[config.mk]
export PLATFORM = sky130hd
export DESIGN_NAME = alu_cmd_sequencer
export DESIGN_NICKNAME = d
export VERILOG_FILES = /design/src/rtl/alu_pkg.sv /design/src/rtl/cmd_fifo.sv /design/src/rtl/alu_cmd_sequencer.sv
export SDC_FILE = /design/constraint.sdc
export NUM_CORES = 1
export LEC_CHECK = 0
export CAP_MARGIN = 25
export CORE_MARGIN = 8
export CORE_UTILIZATION = 41
export CTS_BUF_LIST = sky130_fd_sc_hd__clkbuf_2 sky130_fd_sc_hd__clkbuf_4 sky130_fd_sc_hd__clkbuf_8
export CTS_CLUSTER_DIAMETER = 120
export DETAILED_ROUTE_END_ITERATION = 8
export GPL_TIMING_DRIVEN = 0
export PLACE_DENSITY = 0.69
export SLEW_MARGIN = 20
export SYNTH_ARGS = -nofsm -noshare
export SYNTH_HDL_FRONTEND = slang
export SYNTH_SLANG_ARGS = --single-unit
[constraint.sdc]
create_clock -name clk -period 8.8 [get_ports clk]
set_input_delay 1.76 -clock clk [delete_from_list [all_inputs] [get_ports clk]]
set_output_delay 1.76 -clock clk [all_outputs]
set_load 0.1 [all_outputs]
[src/rtl/alu_pkg.sv]
// alu_pkg: shared definitions for the ALU command sequencer.
//  - ALU data/opcode widths
//  - opcode constants understood by the external 32-bit ALU
//  - sequencer FSM state encoding
//  - opcode legality helper
package alu_pkg;

    localparam int DATA_W = 32;
    localparam int OP_W   = 4;

    // Arithmetic group (opcode[3] = 1)
    localparam logic [OP_W-1:0] OP_ADD = 4'b1111;
    localparam logic [OP_W-1:0] OP_SUB = 4'b1110;
    localparam logic [OP_W-1:0] OP_INC = 4'b1101;
    localparam logic [OP_W-1:0] OP_DEC = 4'b1100;
    // Logic group (opcode[3] = 0)
    localparam logic [OP_W-1:0] OP_AND = 4'b0111;
    localparam logic [OP_W-1:0] OP_OR  = 4'b0110;
    localparam logic [OP_W-1:0] OP_XOR = 4'b0101;
    localparam logic [OP_W-1:0] OP_NOT = 4'b0100;

    typedef enum logic [1:0] {
        ST_IDLE  = 2'd0,
        ST_DRIVE = 2'd1,
        ST_RESP  = 2'd2
    } seq_state_e;

    // Every supported opcode has bit 2 set; anything else never reaches the ALU.
    function automatic logic op_is_legal(input logic [OP_W-1:0] op);
        return op[2];
    endfunction

endpackage

[src/rtl/cmd_fifo.sv]
// cmd_fifo: synchronous FIFO holding queued ALU commands.
//  clk    in   clock, rising edge
//  rst_n  in   asynchronous active-low reset (empties the FIFO)
//  push   in   write wdata (ignored when full)
//  wdata  in   entry to write
//  pop    in   drop head entry (ignored when empty)
//  rdata  out  head entry, valid whenever !empty (first-word fall-through)
//  full   out  count == DEPTH
//  empty  out  count == 0
module cmd_fifo #(
    parameter int DEPTH = 4,
    parameter int WIDTH = 72
) (
    input  logic             clk,
    input  logic             rst_n,
    input  logic             push,
    input  logic [WIDTH-1:0] wdata,
    input  logic             pop,
    output logic [WIDTH-1:0] rdata,
    output logic             full,
    output logic             empty
);

    localparam int AW = (DEPTH > 1) ? $clog2(DEPTH) : 1;
    localparam int CW = $clog2(DEPTH + 1);
    localparam logic [CW-1:0] COUNT_FULL = CW'(DEPTH);

    logic [WIDTH-1:0] mem_q [DEPTH];
    logic [AW-1:0]    wr_ptr_q;
    logic [AW-1:0]    rd_ptr_q;
    logic [CW-1:0]    count_q;
    logic             push_ok;
    logic             pop_ok;

    assign full    = (count_q == COUNT_FULL);
    assign empty   = (count_q == '0);
    assign push_ok = push && !full;
    assign pop_ok  = pop && !empty;
    assign rdata   = mem_q[rd_ptr_q];

    // Storage carries no reset: stale entries are unreachable once the pointers clear.
    always_ff @(posedge clk) begin
        if (push_ok) begin
            mem_q[wr_ptr_q] <= wdata;
        end
    end

    // DEPTH is a power of two, so the pointers wrap by natural overflow.
    always_ff @(posedge clk or negedge rst_n) begin
        if (!rst_n) begin
            wr_ptr_q <= '0;
            rd_ptr_q <= '0;
            count_q  <= '0;
        end else begin
            if (push_ok) begin
                wr_ptr_q <= wr_ptr_q + 1'b1;
            end
            if (pop_ok) begin
                rd_ptr_q <= rd_ptr_q + 1'b1;
            end
            case ({push_ok, pop_ok})
                2'b10:   count_q <= count_q + 1'b1;
                2'b01:   count_q <= count_q - 1'b1;
                default: count_q <= count_q;
            endcase
        end
    end

endmodule

[src/rtl/alu_cmd_sequencer.sv]
// alu_cmd_sequencer: command-side master for the external 32-bit combinational ALU.
// Queues commands, drives them one at a time onto the ALU bus, waits ALU_LAT cycles,
// then captures result/carry and returns them tagged on a valid/ready response port.
//  clk, rst_n                   clock / asynchronous active-low reset
//  cmd_valid/ready              command handshake; cmd_opcode, cmd_a, cmd_b, cmd_tag payload
//  alu_status                   ALU enable, high only while a command is being driven
//  alu_a, alu_b, alu_opcode     registered ALU operands (hold last values when idle)
//  alu_result, alu_cout         ALU outputs, sampled at the end of the settle time
//  rsp_valid/ready              response handshake; rsp_result, rsp_cout, rsp_tag, rsp_illegal payload
module alu_cmd_sequencer
    import alu_pkg::*;
#(
    parameter int DEPTH   = 4,
    parameter int ALU_LAT = 1,
    parameter int TAG_W   = 4
) (
    input  logic              clk,
    input  logic              rst_n,
    input  logic              cmd_valid,
    output logic              cmd_ready,
    input  logic [OP_W-1:0]   cmd_opcode,
    input  logic [DATA_W-1:0] cmd_a,
    input  logic [DATA_W-1:0] cmd_b,
    input  logic [TAG_W-1:0]  cmd_tag,
    output logic              alu_status,
    output logic [DATA_W-1:0] alu_a,
    output logic [DATA_W-1:0] alu_b,
    output logic [OP_W-1:0]   alu_opcode,
    input  logic [DATA_W-1:0] alu_result,
    input  logic              alu_cout,
    output logic              rsp_valid,
    input  logic              rsp_ready,
    output logic [DATA_W-1:0] rsp_result,
    output logic              rsp_cout,
    output logic [TAG_W-1:0]  rsp_tag,
    output logic              rsp_illegal
);

    localparam int ENTRY_W = OP_W + 2 * DATA_W + TAG_W;
    localparam int CNT_W   = (ALU_LAT > 1) ? $clog2(ALU_LAT) : 1;
    localparam logic [CNT_W-1:0] SETTLE_INIT = CNT_W'(ALU_LAT - 1);

    seq_state_e         state_q;
    logic [CNT_W-1:0]   settle_q;
    logic [TAG_W-1:0]   tag_q;
    logic               alu_status_q;
    logic [DATA_W-1:0]  alu_a_q;
    logic [DATA_W-1:0]  alu_b_q;
    logic [OP_W-1:0]    alu_opcode_q;
    logic               rsp_valid_q;
    logic [DATA_W-1:0]  rsp_result_q;
    logic               rsp_cout_q;
    logic [TAG_W-1:0]   rsp_tag_q;
    logic               rsp_illegal_q;

    logic               fifo_full;
    logic               fifo_empty;
    logic               fifo_push;
    logic               fifo_pop;
    logic [ENTRY_W-1:0] fifo_wdata;
    logic [ENTRY_W-1:0] fifo_rdata;
    logic [OP_W-1:0]    head_op;
    logic [DATA_W-1:0]  head_a;
    logic [DATA_W-1:0]  head_b;
    logic [TAG_W-1:0]   head_tag;

    assign cmd_ready  = !fifo_full;
    assign fifo_push  = cmd_valid && !fifo_full;
    assign fifo_wdata = {cmd_opcode, cmd_a, cmd_b, cmd_tag};
    assign {head_op, head_a, head_b, head_tag} = fifo_rdata;

    // The head is taken either from idle or on the same edge a response is consumed,
    // which gives back-to-back issue without an IDLE bubble.
    assign fifo_pop = !fifo_empty &&
                      ((state_q == ST_IDLE) || ((state_q == ST_RESP) && rsp_ready));

    cmd_fifo #(
        .DEPTH (DEPTH),
        .WIDTH (ENTRY_W)
    ) u_cmd_fifo (
        .clk   (clk),
        .rst_n (rst_n),
        .push  (fifo_push),
        .wdata (fifo_wdata),
        .pop   (fifo_pop),
        .rdata (fifo_rdata),
        .full  (fifo_full),
        .empty (fifo_empty)
    );

    always_ff @(posedge clk or negedge rst_n) begin
        if (!rst_n) begin
            state_q       <= ST_IDLE;
            settle_q      <= '0;
            tag_q         <= '0;
            alu_status_q  <= 1'b0;
            alu_a_q       <= '0;
            alu_b_q       <= '0;
            alu_opcode_q  <= '0;
            rsp_valid_q   <= 1'b0;
            rsp_result_q  <= '0;
            rsp_cout_q    <= 1'b0;
            rsp_tag_q     <= '0;
            rsp_illegal_q <= 1'b0;
        end else begin
            case (state_q)
                ST_IDLE: begin
                    // Issue handled below when fifo_pop is set.
                end
                ST_DRIVE: begin
                    if (settle_q == '0) begin
                        alu_status_q  <= 1'b0;
                        rsp_valid_q   <= 1'b1;
                        rsp_result_q  <= alu_result;
                        rsp_cout_q    <= alu_cout;
                        rsp_tag_q     <= tag_q;
                        rsp_illegal_q <= 1'b0;
                        state_q       <= ST_RESP;
                    end else begin
                        settle_q <= settle_q - 1'b1;
                    end
                end
                ST_RESP: begin
                    if (rsp_ready) begin
                        rsp_valid_q <= 1'b0;
                        state_q     <= ST_IDLE;
                    end
                end
                default: begin
                    state_q <= ST_IDLE;
                end
            endcase

            // Issue overrides the state/response updates above.
            if (fifo_pop) begin
                tag_q <= head_tag;
                if (op_is_legal(head_op)) begin
                    alu_status_q <= 1'b1;
                    alu_a_q      <= head_a;
                    alu_b_q      <= head_b;
                    alu_opcode_q <= head_op;
                    settle_q     <= SETTLE_INIT;
                    state_q      <= ST_DRIVE;
                end else begin
                    // Unsupported opcode: answered directly, ALU bus left untouched.
                    rsp_valid_q   <= 1'b1;
                    rsp_result_q  <= '0;
                    rsp_cout_q    <= 1'b0;
                    rsp_tag_q     <= head_tag;
                    rsp_illegal_q <= 1'b1;
                    state_q       <= ST_RESP;
                end
            end
        end
    end

    assign alu_status  = alu_status_q;
    assign alu_a       = alu_a_q;
    assign alu_b       = alu_b_q;
    assign alu_opcode  = alu_opcode_q;
    assign rsp_valid   = rsp_valid_q;
    assign rsp_result  = rsp_result_q;
    assign rsp_cout    = rsp_cout_q;
    assign rsp_tag     = rsp_tag_q;
    assign rsp_illegal = rsp_illegal_q;

endmodule

=== Word level (Yosys, flattened, before mapping) ===
Memories as Yosys holds them, arrays and structs flattened.
Cells that the tools add are included.

* Add/sub/neg operators: 5
* Equal/unequal tests: 8
* Muxes and demuxes: 37
* Reduce and logical (&&, ||, !) cells: 13

{| class="wikitable"
|+ Operator list
! operator !! count
|-
| 32-bit 2-to-1 mux || 4
|-
| 1-bit 2-to-1 mux || 22
|-
| 4-bit 2-to-1 mux || 4
|-
| 2-bit 2-to-1 mux || 4
|-
| 3-bit by 2-bit inequality test with 1-bit output (second input constant) || 2
|-
| 2-bit case mux with 3 select lines || 1
|-
| 3-bit case mux with 2 select lines || 1
|-
| 1-bit logical AND || 5
|-
| 2-bit by 1-bit adder with 2-bit output (second input constant) || 2
|-
| 2-bit by 1-bit equality test with 1-bit output (second input constant) || 2
|-
| 2-bit equality test (second input constant) || 2
|-
| 3-bit by 1-bit adder with 3-bit output (second input constant) || 1
|-
| 3-bit equality test (second input constant) || 1
|-
| 3-bit logical NOT || 1
|-
| 3-bit AND reduction || 1
|-
| 3-bit by 1-bit subtractor with 3-bit output (second input constant) || 1
|-
| 1-bit logical NOT || 2
|-
| 2-bit logical NOT || 1
|-
| 2-bit by 1-bit inequality test with 1-bit output (second input constant) || 1
|-
| 1-bit case mux with 2 select lines || 1
|-
| 2-bit AND reduction || 1
|-
| 2-bit nonzero test || 1
|-
| 1-bit logical OR || 1
|-
| 1-bit subtractor (second input constant) || 1
|}

* Flip-flop bits (word level): 122
* RAM bits: 288
* Logic and storage cells: 79
* Memories kept: 1

{| class="wikitable"
|+ Memory list
! name !! words !! width !! read ports !! clocked after memory_dff !! wr ports !! line !! source
|-
| u_cmd_fifo.mem_q || 4 || 72 || 1 || 0 || 1 || cmd_fifo.sv:28 || <nowiki>logic [WIDTH-1:0] mem_q [DEPTH];</nowiki>
|}

=== Depth between registers and ports, before layout ===
* Word-level depth: 7
* Depth in mapped cells: 9

=== Hierarchy ===
A second synthesis with hierarchy kept.

* Cells, all modules: 761
* Area, all modules: 15667.5 µm²

{| class="wikitable"
|+ By module, submodules not included
! module !! times used !! cells an instance !! area an instance (µm²)
|-
| cmd_fifo || 1 || 413 || 10817.9
|-
| alu_cmd_sequencer || 1 || 348 || 4849.7
|}

=== Worst setup path before layout ===
Ideal clock, no wire load.

* Kind: input-to-reg
* From: input cmd_valid
* To: memory u_cmd_fifo.mem_q[0][0] (enable)
* Library setup time: 0.439 ns
* Data arrival time: 3.484 ns
* Data required time: 8.361 ns
* Slack: 4.877 ns
* Stages on the path: 1
* Buffers on the path: 0
* Cell sequence: and3_1

* Longest elaborated chain between the ends: 4

{| class="wikitable"
|+ RTL lines
! item !! line !! source
|-
| start: declaration || alu_cmd_sequencer.sv:19 || <nowiki>input logic cmd_valid,</nowiki>
|-
| 1-bit logical AND || alu_cmd_sequencer.sv:68 || <nowiki>assign fifo_push = cmd_valid && !fifo_full;</nowiki>
|-
| 1-bit logical AND || cmd_fifo.sv:37 || <nowiki>assign push_ok = push && !full;</nowiki>
|-
| 1-bit 2-to-1 mux || cmd_fifo.sv:43 || <nowiki>if (push_ok) begin</nowiki>
|-
| 1-bit 2-to-1 mux (implied by the code) || cmd_fifo.sv:44 || <nowiki>mem_q[wr_ptr_q] <= wdata;</nowiki>
|-
| end: declaration || cmd_fifo.sv:28 ||
|}

No other way between the ends.

=== Final worst setup path ===
* From: register u_cmd_fifo.count_q[0]
* To: output cmd_ready

* Longest elaborated chain between the ends: 2

{| class="wikitable"
|+ RTL lines
! item !! line !! source
|-
| start: declaration || cmd_fifo.sv:31 || <nowiki>logic [CW-1:0] count_q;</nowiki>
|-
| start signal: assignment || cmd_fifo.sv:62 || <nowiki>2'b10: count_q <= count_q + 1'b1;</nowiki>
|-
| start signal: assignment || cmd_fifo.sv:63 || <nowiki>2'b01: count_q <= count_q - 1'b1;</nowiki>
|-
| start signal: assignment || cmd_fifo.sv:64 || <nowiki>default: count_q <= count_q;</nowiki>
|-
| 3-bit equality test || cmd_fifo.sv:35 || <nowiki>assign full = (count_q == COUNT_FULL);</nowiki>
|-
| 1-bit logical NOT || alu_cmd_sequencer.sv:67 || <nowiki>assign cmd_ready = !fifo_full;</nowiki>
|-
| end: declaration || alu_cmd_sequencer.sv:20 || <nowiki>output logic cmd_ready,</nowiki>
|}

No other way between the ends.

==> impl_metrics.ini <==
[synth]
synth_top_area_share_pct = 56.82
synth_common_cells = edfxtp_1 (288), dfrtp_1 (122), nand2_1 (76)
synth.avg_cell_area_um2 = 20.08
synth_ff_type = edfxtp_1
synth_seq_area_share_pct = 76.88
yosysTopAreaCell = edfxtp_1
async_reset_ff_share_pct = 29.76
synth_seq_cells = 410
yosysUniqueCellTypes = 30
synth_edf_count = 288
ys_top_cells_by_area = edfxtp_1 (57%), dfrtp_1 (20%), mux4_2 (11%)
yosysWarnings = 0
synth_nets = 876
mappedNetlistArea_um2 = 15220
synth.most_common_cell = edfxtp_1
netlist_instances = 758

[placed_design]
io_buffers = 217
gp_congestion = 0.7256
dp.final_hpwl_mm = 20.20

[global_route]
use_met2_pct = 24.82
grt_pass1_vias = 8638
overflow = 0
top_usage_layer = met2
antenna_found_initial = 4
grt_max_degree = 83
grt_use_total_pct = 14.97
grt_pass1_wl_mm = 50.31
use_met1_pct = 17.79
grtUsageMet3_pct = 5.492

[critical_path]
arrival_ns = 2.48
crit_type = reg2out
required_ns = 7.04
cp_max_fo = 6
crit_path_end_kind = primary output
cp-start-kind = register

[floorplanning]
ios = 218
fp.dieH_um = 208.7
dieArea_um2 = 43540
initial_core_util_pct = 41.57
core_um2 = 36610
fp.dieW_um = 208.7
rows = 70

[clock_network]
root_buffer = clkbuf_8
hold_buffers = 0
htreeDepth = 3
cts_sinks = 410
cts_buffers = 69
clk_latency_ns = 0.61
cts-resized-gates = 0
clk_pin_slew_ns = 0.06
cts.path.max_buffers = 3
cts_tree = yes
postCtsSetupBuffers = 0

[route]
drt-initial-drc-count = 397
routed_via_density = 4.985
wl_mm = 32.30
wl_per_cell_um = 20.52
drc = 0
final_antenna_net_count = 0
vias = 7846
first_pass_iters = 6

[layout]
postLayoutCoreUtil_pct = 53.30
register_area_um2 = 11700
final_nets = 1169
multi_input_area_um2 = 3344
num-fill-cells = 2989
antenna_cells = 0
area_growth_pct = 28.22
drive_above_1_share_pct = 26.22

[status]
status = completed

[sta]
hold_viol = 0
fin_worst_skew_ns = 0.02813
slew_headroom_pct = 26.54
setup_viol = 0
finalCritPeriodShare_pct = 48.17
report.final.slew_viol_count = 0
clock.fmax_ghz = 0.2359
tns_ns = 0
period_needed_ns = 4.239
worst_hold_slack_ns = 0.4717
grt_setup_unrepaired = no
worstMarginPinSlew_ns = 1.098

[run]
cap_violations = 0

[hold_path]
hp-class = reg2reg
[critical path, cell delays in order, from the launching register on]
cell             delay (ns)
dfrtp_1                0.45
nor2_1                 0.06
nand2_1                0.17
clkdlybuf4s50_1        1.19
[metal layers]
metal | share of wire [%] | up-vias
li1 | - | 3546
met1 | 41 | 4002
met2 | 49 | 232
met3 | 7.8 | 58
met4 | 2.0 | 8
met5 | 0.14 | -
[layout make-up]
cell class | count | area share, %
Sequential cell | 410 | 59.96
Multi-Input combinational cell | 305 | 17.14
Timing Repair Buffer | 222 | 11.82
Clock buffer | 104 | 6.469
Tap cell | 468 | 3.001
Buffer | 35 | 0.8399
Clock inverter | 22 | 0.6155
Inverter | 8 | 0.1539
[worst paths after layout]
check                                  startpoint             to  slack [ns]  depth (start not counted)
max in group asynchronous                   rst_n       alu_b[3]        6.97                          2
min in group asynchronous                   rst_n      alu_b[13]        1.06                          1
min reg2reg                         alu_opcode[2]  alu_opcode[2]        0.47                          1
min                                 alu_opcode[2]  alu_opcode[2]        0.47                          1
max                         u_cmd_fifo.count_q[0]      cmd_ready        4.56                          3
max reg2reg                u_cmd_fifo.rd_ptr_q[1]       alu_b[3]        6.21                          7
[placed cells by master (no fill, tap or decap), types with 3 or more instances in the layout]
| cell type | instances |
|---|---|
| and3_4 | 4 |
| mux2_2 | 65 |
| mux4_2 | 72 |
| ha_1 | 8 |
| clkinv_2 | 5 |
| o21ai_0 | 7 |
| clkdlybuf4s50_1 | 216 |
| dfrtp_1 | 122 |
| mux2i_1 | 4 |
| nand2_1 | 76 |
| xnor2_1 | 4 |
| inv_1 | 8 |
| clkbuf_1 | 17 |
| clkbuf_8 | 77 |
| buf_16 | 4 |
| clkinv_1 | 10 |
| inv_6 | 3 |
| a21oi_1 | 38 |
| clkbuf_4 | 27 |
| mux2_4 | 8 |
| buf_2 | 14 |
| clkinvlp_4 | 3 |
| edfxtp_1 | 288 |
| nor2_1 | 4 |
[sequential cells by signal, summed over array words and instances (netlist names)]
name / flops
alu_a: 32
alu_b: 32
alu_opcode: 4
alu_status: 1
rsp_cout: 1
rsp_illegal: 1
rsp_result: 32
rsp_tag: 4
rsp_valid: 1
settle_q: 1
state_q: 2
tag_q: 4
u_cmd_fifo.count_q: 3
u_cmd_fifo.mem_q: 288
u_cmd_fifo.rd_ptr_q: 2
u_cmd_fifo.wr_ptr_q: 2
[cells by family after synthesis]
logic type | count (synthesis) | share of synthesized area [%]
AOI/OAI and AO/OA | 49 | 1.677
xor gates and xnor gates | 6 | 0.3453
adders and majority gates | 9 | 0.7892
buffers and inverters | 43 | 1.274
DFF | 410 | 76.88
muxes | 149 | 16.52
and+or+nand+nor | 92 | 2.516
[per-stage QoR]
stage	std cells	instance area [um^2]	setup slack, ns
finish	1574	19520	4.561
floorplan	758	15220	4.877
detailed placement	1448	18130	4.522
global route	1574	19520	4.406
CTS	1574	19520	4.484
global placement	1443	17980	0.1866
Power is not shown: default switching activity piles up to over one toggle a cycle in this logic, so the estimate is an artifact.
